<file path="src/rtl/pipe_stage_buf_pkg.sv">
// Shared pipeline-stage definitions: buffer state encoding and helpers used by
// every inter-stage register (IF/ID, ID/EX, EX/MEM, MEM/WB).
package pipe_stage_buf_pkg;

   localparam logic [1:0] EMPTY = 2'd0;
   localparam logic [1:0] ONE   = 2'd1;
   localparam logic [1:0] FULL  = 2'd2;

   typedef enum logic [1:0] {
      ST_EMPTY = EMPTY,
      ST_ONE   = ONE,
      ST_FULL  = FULL
   } buf_state_e;

   // Number of buffered entries held in a given state.
   function automatic logic [1:0] occupancy_of(input buf_state_e s);
      case (s)
         ST_EMPTY: return 2'd0;
         ST_ONE:   return 2'd1;
         ST_FULL:  return 2'd2;
         default:  return 2'd0;
      endcase
   endfunction

endpackage

</file>
<file path="src/rtl/pipe_stage_buf.sv">
// Two-entry valid/ready pipeline register (main + skid). in_ready depends only
// on registered state, so backpressure never forms a combinational path upstream.
module pipe_stage_buf
   import pipe_stage_buf_pkg::*;
#(
   parameter int unsigned      WIDTH      = 32,
   parameter logic [WIDTH-1:0] RESET_DATA = '0
) (
   input  logic             clk,
   input  logic             reset,
   input  logic             flush,
   input  logic             in_valid,
   output logic             in_ready,
   input  logic [WIDTH-1:0] in_data,
   output logic             out_valid,
   input  logic             out_ready,
   output logic [WIDTH-1:0] out_data,
   output logic [1:0]       occupancy
);

   buf_state_e       state_q, state_d;
   logic [WIDTH-1:0] main_q, main_d;
   logic [WIDTH-1:0] skid_q, skid_d;
   logic             in_fire, out_fire;

   assign in_ready  = (state_q != ST_FULL);
   assign out_valid = (state_q != ST_EMPTY);
   assign out_data  = main_q;
   assign occupancy = occupancy_of(state_q);

   assign in_fire  = in_valid & in_ready;
   assign out_fire = out_valid & out_ready;

   always_comb begin
      // NOTE: every output of this block gets a default first so no path infers a latch.
      state_d = state_q;
      main_d  = main_q;
      skid_d  = skid_q;

      case (state_q)
         ST_EMPTY: begin
            if (in_fire) begin
               main_d  = in_data;
               state_d = ST_ONE;
            end
         end
         ST_ONE: begin
            if (in_fire && out_fire) begin
               main_d = in_data;
            end else if (in_fire) begin
               skid_d  = in_data;
               state_d = ST_FULL;
            end else if (out_fire) begin
               state_d = ST_EMPTY;
            end
         end
         ST_FULL: begin
            if (out_fire) begin
               main_d  = skid_q;
               state_d = ST_ONE;
            end
         end
         default: state_d = ST_EMPTY;
      endcase

      // Flush discards the buffer; stale data in main/skid is harmless once empty.
      if (flush) begin
         state_d = ST_EMPTY;
      end
   end

   // NOTE: sequential state uses non-blocking assignments so all flops update together.
   always_ff @(posedge clk) begin
      if (reset) begin
         state_q <= ST_EMPTY;
         main_q  <= RESET_DATA;
         skid_q  <= RESET_DATA;
      end else begin
         state_q <= state_d;
         main_q  <= main_d;
         skid_q  <= skid_d;
      end
   end

endmodule

</file>
<file path="config.mk">
export PLATFORM = sky130hd
export DESIGN_NAME = pipe_stage_buf
export DESIGN_NICKNAME = d
export VERILOG_FILES = /design/src/rtl/pipe_stage_buf_pkg.sv /design/src/rtl/pipe_stage_buf.sv
export SDC_FILE = /design/constraint.sdc
export NUM_CORES = 1
export LEC_CHECK = 0
export CAP_MARGIN = 20
export CORE_ASPECT_RATIO = 1.25
export CORE_MARGIN = 3
export CORE_UTILIZATION = 25
export DETAILED_ROUTE_END_ITERATION = 7
export DONT_BUFFER_PORTS = 1
export GPL_TIMING_DRIVEN = 0
export SLEW_MARGIN = 20
export SYNTH_ARGS = -nofsm -noshare
export SYNTH_HDL_FRONTEND = slang
export SYNTH_SLANG_ARGS = --single-unit
export TNS_END_PERCENT = 1
</file>
<file path="constraint.sdc">
create_clock -name clk -period 3.79 [get_ports clk]
set_clock_uncertainty 0.1 [all_clocks]
set_input_delay 0.758 -clock clk [delete_from_list [all_inputs] [get_ports clk]]
set_output_delay 0.758 -clock clk [all_outputs]
set_load 0.01 [all_outputs]
</file>
==> results by group, run 1 <==
STA
  – Tightest Pin Transition: 0.775 ns
  – Final period util: 0.599
  – Max-slew headroom: 0.483
  – RSZ-0062 raised after global routing: false
  – Max Freq: around 440 MHz
  – Hold Fails Final Rpt: 0
  – Setup TNS: 0 ns
  – Tmin final: ~2.3 ns
  – Final setup fails: 0
  – Final slew viol count: 0
  – Final Hold Slack: between 0.3 and 0.4 ns

Synth
  – Async S/R FF share, synth: 0
  – YS warnings: 0
  – Ranking of synthesized cells by area: dfxtp_1 (44%), a211oi_2 (13%), mux2i_1 (11%), a211oi_1 (8.8%), nand2_1 (8.1%)
  – Post-synth top cells: dfxtp_1 (66), nand2_1 (65), a211oi_1 (35)
  – Library cell with the largest summed area after synthesis: dfxtp_1
  – Synthesized Nets: about 350
  – Synth Instances: 310
  – Ys flop type: dfxtp_1
  – Post-synth EDFFs: 0
  – Seq/Total Area, Yosys: 0.441
  – Synth Cell Area: 3000 µm²
  – Post-synth top area share: 0.441
  – Unique cell type count in the Yosys netlist: 26
  – #FFs+latches synth: 66
  – Most common cell in the netlist: dfxtp_1
  – Syn Area/Cell: 9.67 µm²

Setup path
  – Worst path buffer plus inverter count: 3
  – CP required: between 2 and 3 ns
  – CP startpoint kind: flip-flop
  – Worst-path maximum fanout: 10
  – Critical path arrival: roughly 1.4 ns
  – WS Path Type: reg2out
  – Crit path largest cell delay: 0.44 ns
  – Top Family by Delay on Critical Path: buffers and inverters
  – Worst-path cell chain: nand2b_1, buf_6, buf_4, inv_1
  – CP max-delay cell: dfxtp_1
  – Worst setup EP type: output port

Place
  – Buffers on Ports: 0
  – GPL Wtd Cong: approximately 0.74
  – Final HPWL from detailed placement: about 6000 µm

Global routing
  – Total gr overflow: 0
  – Initial antenna violation count: 0
  – First-pass GRT wire length: 13100 µm
  – All-Layer GR Usage: 0.127
  – Largest net degree at the start of global routing: 11
  – Vias in the first global route: between 2000 and 2500

Final layout
  – Area delta synth->final: 14.8%
  – Ant diodes: 0
  – FF+latch area: between 1000 and 1500 µm²
  – Footprint of the multi-input gates: roughly 1500 µm²
  – Fraction of layout cells with a size suffix above 1: 0.201
  – Nets@finish: around 360
  – Fillcell total: ~1300

Clocking
  – Hold Buf Count CTS: 0
  – Post-CTS Resized: 0
  – TritonCTS clock tree: yes
  – TritonCTS Buffers: 9
  – Clock Sinks: 66
  – Post-CTS setup buffer count: 0
  – Clock Tree Buf Depth: 2
  – Clock-pin slew on the worst setup and hold paths: approximately 0.050 ns
  – H-tree levels: 3
  – Clock Tree Root: clkbuf_16
  – Worst skew pair latency: around 0.33 ns

Drt
  – DR DRC count: 0
  – DR pass1 iterations: 4
  – Routed WL per cell: approximately 17 µm
  – Vias: 2316
  – Drt via density: 4.79
  – DRT Wirelength: between 8000 and 9000 µm
  – DRT iter0 DRCs: about 120
  – Antenna-violating nets left: 0

Floorplanning
  – Cell row count: between 40 and 50
  – Die W: a little over 100 µm
  – Die area: 13300 µm²
  – Core area: around 12000 µm²
  – Boundary Pins: 73
  – Starting density of the core: 0.257
  – Die Height: approximately 130 µm

Pwr
  – Leakage: between 0.001 and 0.0015 µW
  – PD cells: around 470 nW/µm²
  – VDD IR-drop max: about 0.23 mV

Job
  – Max-cap check violation count: 0

Worst hold path
  – HP Class: reg2reg

Outcome
  – Outcome: completed
[layer usage]
metal | vias up | share of wire | track usage
met5 | - | 0 | 0
met4 | 0 | 0.012 | 0.0438
met3 | 8 | 0.077 | 0.0507
met2 | 63 | 0.50 | 0.221
met1 | 1113 | 0.41 | 0.143
li1 | 1132 | - | -
[per-stage QoR]
stage,power [µW],utilization,instances,setup WS [ns],instance area (µm²)
after floorplan,889,-,310,2.00,3000
after global placement,922,0.274,471,1.71,3200
after detailed placement,928,0.274,471,1.69,3200
after CTS,1640,0.295,484,1.48,3440
after global routing,1680,0.295,484,1.41,3440
final,1610,0.295,484,1.52,3440
[layout make-up]
class / count / share of cell area
tap: 161 / 0.0585
clock inverter: 1 / 0.00145
inverter: 1 / 0.00109
clock buffer: 12 / 0.0687
buffer: 34 / 0.0556
sequential: 66 / 0.384
multi-input combinational: 209 / 0.431
[path summary, 6_finish.rpt]
kind | start | endpoint | slack [ns] | depth (start not counted)
worst min-delay path | skid_q[25]$_SDFFE_PP0P_ | skid_q[25]$_SDFFE_PP0P_ | 0.35 | 2
worst min register to register | skid_q[25]$_SDFFE_PP0P_ | skid_q[25]$_SDFFE_PP0P_ | 0.35 | 2
worst max register to register | state_q[1]$_SDFFE_PP0P_ | out_data[19]$_SDFFE_PP0P_ | 2.08 | 5
worst max-delay path | state_q[0]$_SDFFE_PP0P_ | occupancy[1] | 1.52 | 4
[layout by cell type (no fill, tap or decap)]
| cell type | count |
|---|---|
| dfxtp_1 | 66 |
| buf_4 | 4 |
| buf_2 | 14 |
| o21bai_1 | 1 |
| a21o_4 | 1 |
| a211oi_2 | 30 |
| or2_2 | 1 |
| or3b_1 | 1 |
| nand2b_1 | 2 |
| o21a_1 | 1 |
| clkinv_2 | 1 |
| a21o_1 | 1 |
| a211oi_1 | 35 |
| mux2i_1 | 32 |
| buf_1 | 1 |
| nor2b_1 | 2 |
| buf_6 | 4 |
| nor3_1 | 1 |
| nor4bb_1 | 1 |
| a21oi_1 | 32 |
| and2_1 | 1 |
| and3b_1 | 1 |
| nand4bb_1 | 1 |
| clkbuf_2 | 1 |
| nand2_1 | 65 |
| inv_1 | 1 |
| clkbuf_1 | 13 |
| clkbuf_16 | 9 |
[report_power, final]
| group | internal, µW | total (µW) | leakage, µW | switching, µW |
|---|---|---|---|---|
| clock network | 430 | 702 | 0.000118 | 272 |
| registers | 729 | 768 | 0.000541 | 38.6 |
| logic | 60.8 | 143 | 0.000680 | 82.2 |
[registers in the layout (all words and copies together), names as in the netlist]
name,count
state_q,2
out_data,32
skid_q,32
[cells by family (layout without fill, tap and decap cells)]
family | after synthesis | count (layout) | share of synthesized area
mux | 32 | 32 | 0.107
compound gates | 101 | 101 | 0.279
flops | 66 | 66 | 0.441
simple gates | 76 | 76 | 0.109
buf+inv | 35 | 48 | 0.0651
[worst min-delay path, stage by stage, from the launching register on]
cell	delay, ns
dfxtp_1	0.30
nand2_1	0.05
a21oi_1	0.05
Power figures use the tool's default switching activity.
==> inputs of run 2 (changes only) <==
clock period = 2.3 ns   (was 3.79 ns; I/O delays follow)
==> results of run 2 <==
The final DEF is identical to that of run 1. Status: completed.
Main changes from that run: setup slack after placement 1.69 ns -> 0.496 ns; setup slack after layout 1.52 ns -> 0.328 ns; hold slack 0.351 ns -> 0.107 ns; register-to-register setup slack 2.08 ns -> 0.59 ns; end point of the worst hold path skid_q[25]$_SDFFE_PP0P_ -> state_q[1]$_SDFFE_PP0P_; total power 1610 µW -> 2660 µW; worst IR drop on VDD 0.232 mV -> 0.382 mV
